$ cat src/rtl/move_controller.sv
// Board move controller: select a source piece of the side to move, then a destination, and commit the move.
// Move commit takes 4 cycles after the destination select; selects arriving while busy are dropped.
module move_controller #(
  parameter int SQ_W = 6,
  parameter int PC_W = 4
) (
  input  logic            clk,
  input  logic            reset_n,
  input  logic [SQ_W-1:0] cursor_sq,
  input  logic            select_pulse,
  input  logic [PC_W-1:0] mem_rdata,
  output logic [SQ_W-1:0] mem_addr,
  output logic            mem_we,
  output logic [PC_W-1:0] mem_wdata,
  output logic            turn,
  output logic            src_valid,
  output logic [SQ_W-1:0] src_sq,
  output logic            busy,
  output logic            move_done,
  output logic            sel_error
);

  typedef enum logic [2:0] {
    SRC_WAIT,
    SRC_READ,
    SRC_CHK,
    DST_WAIT,
    DST_READ,
    DST_CHK,
    WR_DST,
    WR_SRC
  } state_t;

  state_t          state_q, state_d;
  logic            turn_q, turn_d;
  logic            src_valid_q, src_valid_d;
  logic [SQ_W-1:0] src_sq_q, src_sq_d;
  logic [SQ_W-1:0] dst_sq_q, dst_sq_d;
  logic [PC_W-1:0] src_pc_q, src_pc_d;
  logic            src_ok, dst_ok;

  // The top piece-code bit is the colour; an all-zero code is an empty square.
  assign src_ok = (mem_rdata != '0) && (mem_rdata[PC_W-1] == turn_q);
  assign dst_ok = (mem_rdata == '0) || (mem_rdata[PC_W-1] != turn_q);

  always_ff @(posedge clk) begin
    if (!reset_n) begin
      state_q     <= SRC_WAIT;
      turn_q      <= 1'b0;
      src_valid_q <= 1'b0;
      src_sq_q    <= '0;
      dst_sq_q    <= '0;
      src_pc_q    <= '0;
    end else begin
      state_q     <= state_d;
      turn_q      <= turn_d;
      src_valid_q <= src_valid_d;
      src_sq_q    <= src_sq_d;
      dst_sq_q    <= dst_sq_d;
      src_pc_q    <= src_pc_d;
    end
  end

  always_comb begin
    state_d     = state_q;
    turn_d      = turn_q;
    src_valid_d = src_valid_q;
    src_sq_d    = src_sq_q;
    dst_sq_d    = dst_sq_q;
    src_pc_d    = src_pc_q;
    mem_addr    = cursor_sq;
    mem_we      = 1'b0;
    mem_wdata   = '0;
    busy        = 1'b1;
    move_done   = 1'b0;
    sel_error   = 1'b0;

    case (state_q)
      SRC_WAIT: begin
        busy = 1'b0;
        if (select_pulse) begin
          src_sq_d = cursor_sq;
          state_d  = SRC_READ;
        end
      end
      SRC_READ: begin
        mem_addr = src_sq_q;
        state_d  = SRC_CHK;
      end
      SRC_CHK: begin
        mem_addr = src_sq_q;
        if (src_ok) begin
          src_pc_d    = mem_rdata;
          src_valid_d = 1'b1;
          state_d     = DST_WAIT;
        end else begin
          sel_error = 1'b1;
          state_d   = SRC_WAIT;
        end
      end
      DST_WAIT: begin
        busy = 1'b0;
        if (select_pulse) begin
          // Re-selecting the held square drops the selection silently.
          if (cursor_sq == src_sq_q) begin
            src_valid_d = 1'b0;
            state_d     = SRC_WAIT;
          end else begin
            dst_sq_d = cursor_sq;
            state_d  = DST_READ;
          end
        end
      end
      DST_READ: begin
        mem_addr = dst_sq_q;
        state_d  = DST_CHK;
      end
      DST_CHK: begin
        mem_addr = dst_sq_q;
        if (dst_ok) begin
          state_d = WR_DST;
        end else begin
          sel_error = 1'b1;
          state_d   = DST_WAIT;
        end
      end
      WR_DST: begin
        mem_we    = 1'b1;
        mem_addr  = dst_sq_q;
        mem_wdata = src_pc_q;
        state_d   = WR_SRC;
      end
      WR_SRC: begin
        mem_we      = 1'b1;
        mem_addr    = src_sq_q;
        move_done   = 1'b1;
        turn_d      = ~turn_q;
        src_valid_d = 1'b0;
        state_d     = SRC_WAIT;
      end
      default: state_d = SRC_WAIT;
    endcase
  end

  assign turn      = turn_q;
  assign src_valid = src_valid_q;
  assign src_sq    = src_sq_q;

endmodule

$ cat config.mk
export PLATFORM = sky130hd
export DESIGN_NAME = move_controller
export DESIGN_NICKNAME = d
export VERILOG_FILES = /design/src/rtl/move_controller.sv
export SDC_FILE = /design/constraint.sdc
export NUM_CORES = 1
export LEC_CHECK = 0
export CAP_MARGIN = 20
export CORE_UTILIZATION = 40
export CTS_CLUSTER_DIAMETER = 50
export DETAILED_ROUTE_END_ITERATION = 10
export PLACE_DENSITY_LB_ADDON = 0.2
export SLEW_MARGIN = 15
export SYNTH_ARGS = -nofsm -noshare
export SYNTH_HDL_FRONTEND = slang
export SYNTH_SLANG_ARGS = --single-unit
$ cat constraint.sdc
create_clock -name clk -period 1.45 [get_ports clk]
set_input_delay 0.29 -clock clk [delete_from_list [all_inputs] [get_ports clk]]
set_output_delay 0.29 -clock clk [all_outputs]
set_load 0.05 [all_outputs]
==> qor.csv <==
stage,metric,value,unit
pwr,ir_worst_vdd,0.577,mV
pwr,switchingPower,668,uW
timing,max_freq,500,MHz
timing,slew_viol_final,0,
setup_path,reg2reg_from,state_q[1],
setup_path,slowest_stage,dfxtp_4,
logic_synthesis,synth-xor-area-share,7.85,%
timing,slew_headroom,78.6,%
global_route,grt_max_degree,13,
setup_path,cp_common_cell,buf_12,
clock_tree,cts_buffers,3,
logic_synthesis,synth_top_family_by_area,simple AND/OR/NAND/NOR gates,
logic_synthesis,yosysTopAreaCell,dfxtp_1,
layout,fin_cells,274,
die,core_area,0.00339,sq mm
routing,drt_iter0_drc,72,
global_route,grt_pass1_wl,6580,um
clock_tree,clock_latency,320,ps
routing,via_per_inst,5.24,
place,place_ws,-484,ps
die,dieArea,0.00383,sq mm
global_route,grt_remaining_overflow,0,
logic_synthesis,synthMuxAreaShare,16.5,%
logic_synthesis,ys.flop_type,dfxtp_1,
global_route,antenna_found_initial,0,
timing,rsz0062_at_grt,true,
timing,hold_slack,466,ps
routing,via_count,1437,
clock_tree,clockBufferDepth,2,
setup_path,worst-endpoint-arrival,1710,ps
timing,finalCritPeriodShare,138,%
global_route,grt_pass1_vias,1418,
clock_tree,cts.clk_slew.worst_paths,130,ps
routing,drc,0,
place,place_congestion,0.820,
setup_path,max_stage_delay,420,ps
pwr,p_int,1.15,mW
pwr,p_per_area,697,mW/mm^2
setup_path,crit_path_start_kind,register,
place,numPlacedInstances,263,
routing,routedWlPerCell,15.2,um
layout,nets,242,
setup_path,path_max_fanout,7,
logic_synthesis,syn-cell-area,0.00144,sq mm
timing,setup_tns,-7030,ps
setup_path,rr_worst_depth,6,
setup_path,r2r_end,src_pc_q[0],
global_route,grtUsageTotal,23.8,%
logic_synthesis,yosys_warnings,0,
layout,area.growth.synth_to_final,81.7,%
timing,fin_crit,2000,ps
logic_synthesis,synth_top_area_share,29.3,%
die,die_w,61.9,um
setup_path,cp-end-kind,output pin,
logic_synthesis,netlist_top_cells_area,"dfxtp_1 29%, mux2i_1 13%, nand2_1 7.1%, nor2b_1 4.8%, and3_1 4.4%",
logic_synthesis,yosysMostFrequentCell,nand2_1,
pwr,p_leak,0.990,nW
logic_synthesis,synth.avg_cell_area,8.59,sq um
pwr,p_seq_share,35.3,%
layout,diodes,0,
place,io_buffers,34,
setup_path,crit_start,state_q[1],
die,num_rows,21,
pwr,combPwrFrac,48.1,%
logic_synthesis,syn_nets,180,
outcome,violations,setup timing,
logic_synthesis,seq_area_frac_synth,29.3,%
place,place_area,0.00236,sq mm
clock_tree,htree_num_levels,1,
die,initial_core_util,42.3,%
outcome,status,"complete, but fails checks",
logic_synthesis,synth_adder_area_share,0,%
timing,hold_violations,0,
logic_synthesis,synthSimpleGateAreaFrac,30.8,%
layout,layout-drive-gt1-share,49.1,%
setup_path,required,1160,ps
clock_tree,ctsHoldBuffers,0,
layout,design_area,0.00261,sq mm
logic_synthesis,synth_commonest_cells,"27 x nand2_1, 21 x dfxtp_1, 18 x mux2i_1, 11 x nor2b_1, 10 x and3_1",
logic_synthesis,synth.lib_cells_used.distinct,37,
die,io_pins,35,
pwr,share_clk_of_total_power,16.6,%
routing,drt-pass1-iter-count,4,
setup_path,r2r_setup_slack,-340,ps
routing,antenna_left,0,
routing,wirelength,4150,um
logic_synthesis,synth_edf_count,0,
clock_tree,cts_root_buf,clkbuf_4,
min_path,hold_class,input pin to register,
place,dp_hpwl,3050,um
clock_tree,cts_tree,built,
logic_synthesis,ys_ff_latch,21,
setup_path,crit_path_end,mem_addr[5],
logic_synthesis,async_flop_share,0,%
timing,worst_slack,-548,ps
timing,fin_skew,11.8,ps
logic_synthesis,synth-compound-area-share,10.9,%
run,cap_violations,0,
setup_path,path_cells,xor2_4 -> buf_12 -> buf_4 -> mux2i_2 -> mux2i_4 -> buf_12,
setup_path,timing_worst_setup_path_type,register to output pin,
timing,setup-violations-final,20,
die,chipHeight,61.9,um
logic_synthesis,synthCells,167,
clock_tree,clock_sinks,21,
pwr,swShare,36.8,%
timing,tightest_slew,319,ps
## logic make-up (layout without fill, tap and decap cells)
kind of cell    Yosys count  in the layout
simple gates             76             76
compound gates           24             24
mux                      23             23
flops                    21             21
buf+inv                  14             75
xor+xnor                  9              9
## layout by cell type (no fill, tap or decap), drive strengths merged
cell | synthesis | layout
o21a | 1 | 1
o32ai | 1 | 1
or3b | 1 | 1
xnor2 | 1 | 1
and3 | 10 | 10
o21ai | 4 | 4
nor3 | 8 | 8
and2 | 4 | 4
mux2i | 18 | 18
mux2 | 5 | 5
or2 | 2 | 2
nand4b | 1 | 1
inv | 3 | 3
and4b | 1 | 1
nor2b | 11 | 11
xor2 | 8 | 8
a31oi | 6 | 6
buf | 5 | 56
nand2 | 27 | 27
clkdlybuf4s50 | 0 | 8
o22ai | 2 | 2
nand2b | 1 | 1
clkinv | 0 | 1
nor4 | 2 | 2
clkbuf | 6 | 3
nor3b | 1 | 1
a21boi | 1 | 1
dlygate4sd2 | 0 | 4
nor2 | 7 | 7
dfxtp | 21 | 21
a21oi | 2 | 2
o211ai | 7 | 7
## per-stage QoR
stage               power, mW  utilization, %
finish                   1.82            76.9
detailed placement       1.42            69.7
global placement         1.41            69.7
global route             1.89            76.9
floorplan                1.08               -
CTS                      1.81            75.6
## final cells by class
class                   count  area, sq um
multi-input cells         132         1210
clock inverters             1         5.00
inverters                   3         11.3
flip-flops and latches     21          453
clock buffers               3         22.5
repair buffers             68          850
fillers                   205          782
well taps                  46         57.6
## how the worst min path moves through the flow
stage	startpoint	to	depth (start not counted)
5_1_grt	cursor_sq[3]	src_sq[3]	3
3_3_place_gp	src_pc_q[2]	src_pc_q[2]	2
2_1_floorplan	select_pulse	src_valid	1
6_report	cursor_sq[3]	src_sq[3]	3
4_1_cts	cursor_sq[3]	src_sq[3]	3
3_5_place_dp	src_pc_q[1]	src_pc_q[1]	2
## sequential cells by signal, indices dropped and copies added (netlist names)
name       flops
dst_sq_q       6
src_pc_q       4
src_sq         6
src_valid      1
state_q        3
turn           1
## critical path, delay by kind of cell, from the launching register on
family / cells / cell delay [ps]
buffers and inverters: 3 / 420
xor gates and xnor gates: 1 / 170
DFF: 1 / 420
muxes: 2 / 370
## layer usage
metal	vias to the layer above	track usage [%]	wire length, um
met5	-	0	0
met4	0	6.98	33
met3	4	4.55	149
met2	34	41.3	2210
met1	696	30.1	1760
li1	703	-	-
## power groups by stage
stage          combinational [mW]  sequential [mW]  clock [mW]
6_report                    0.874            0.641       0.303
5_1_grt                     0.915            0.645       0.329
4_1_cts                     0.857            0.638       0.310
3_5_place_dp                0.768            0.655           0
3_3_place_gp                0.754            0.652           0
2_1_floorplan               0.394            0.682           0
## timing repair
item                                    CTS  global route
pin swaps                                11             7
endpoints found under the setup margin   27            31
setup buffers                             6             2
gates resized for setup                  34             8
hold endpoints to repair                  0             0
Power figures use the tool's default switching activity.
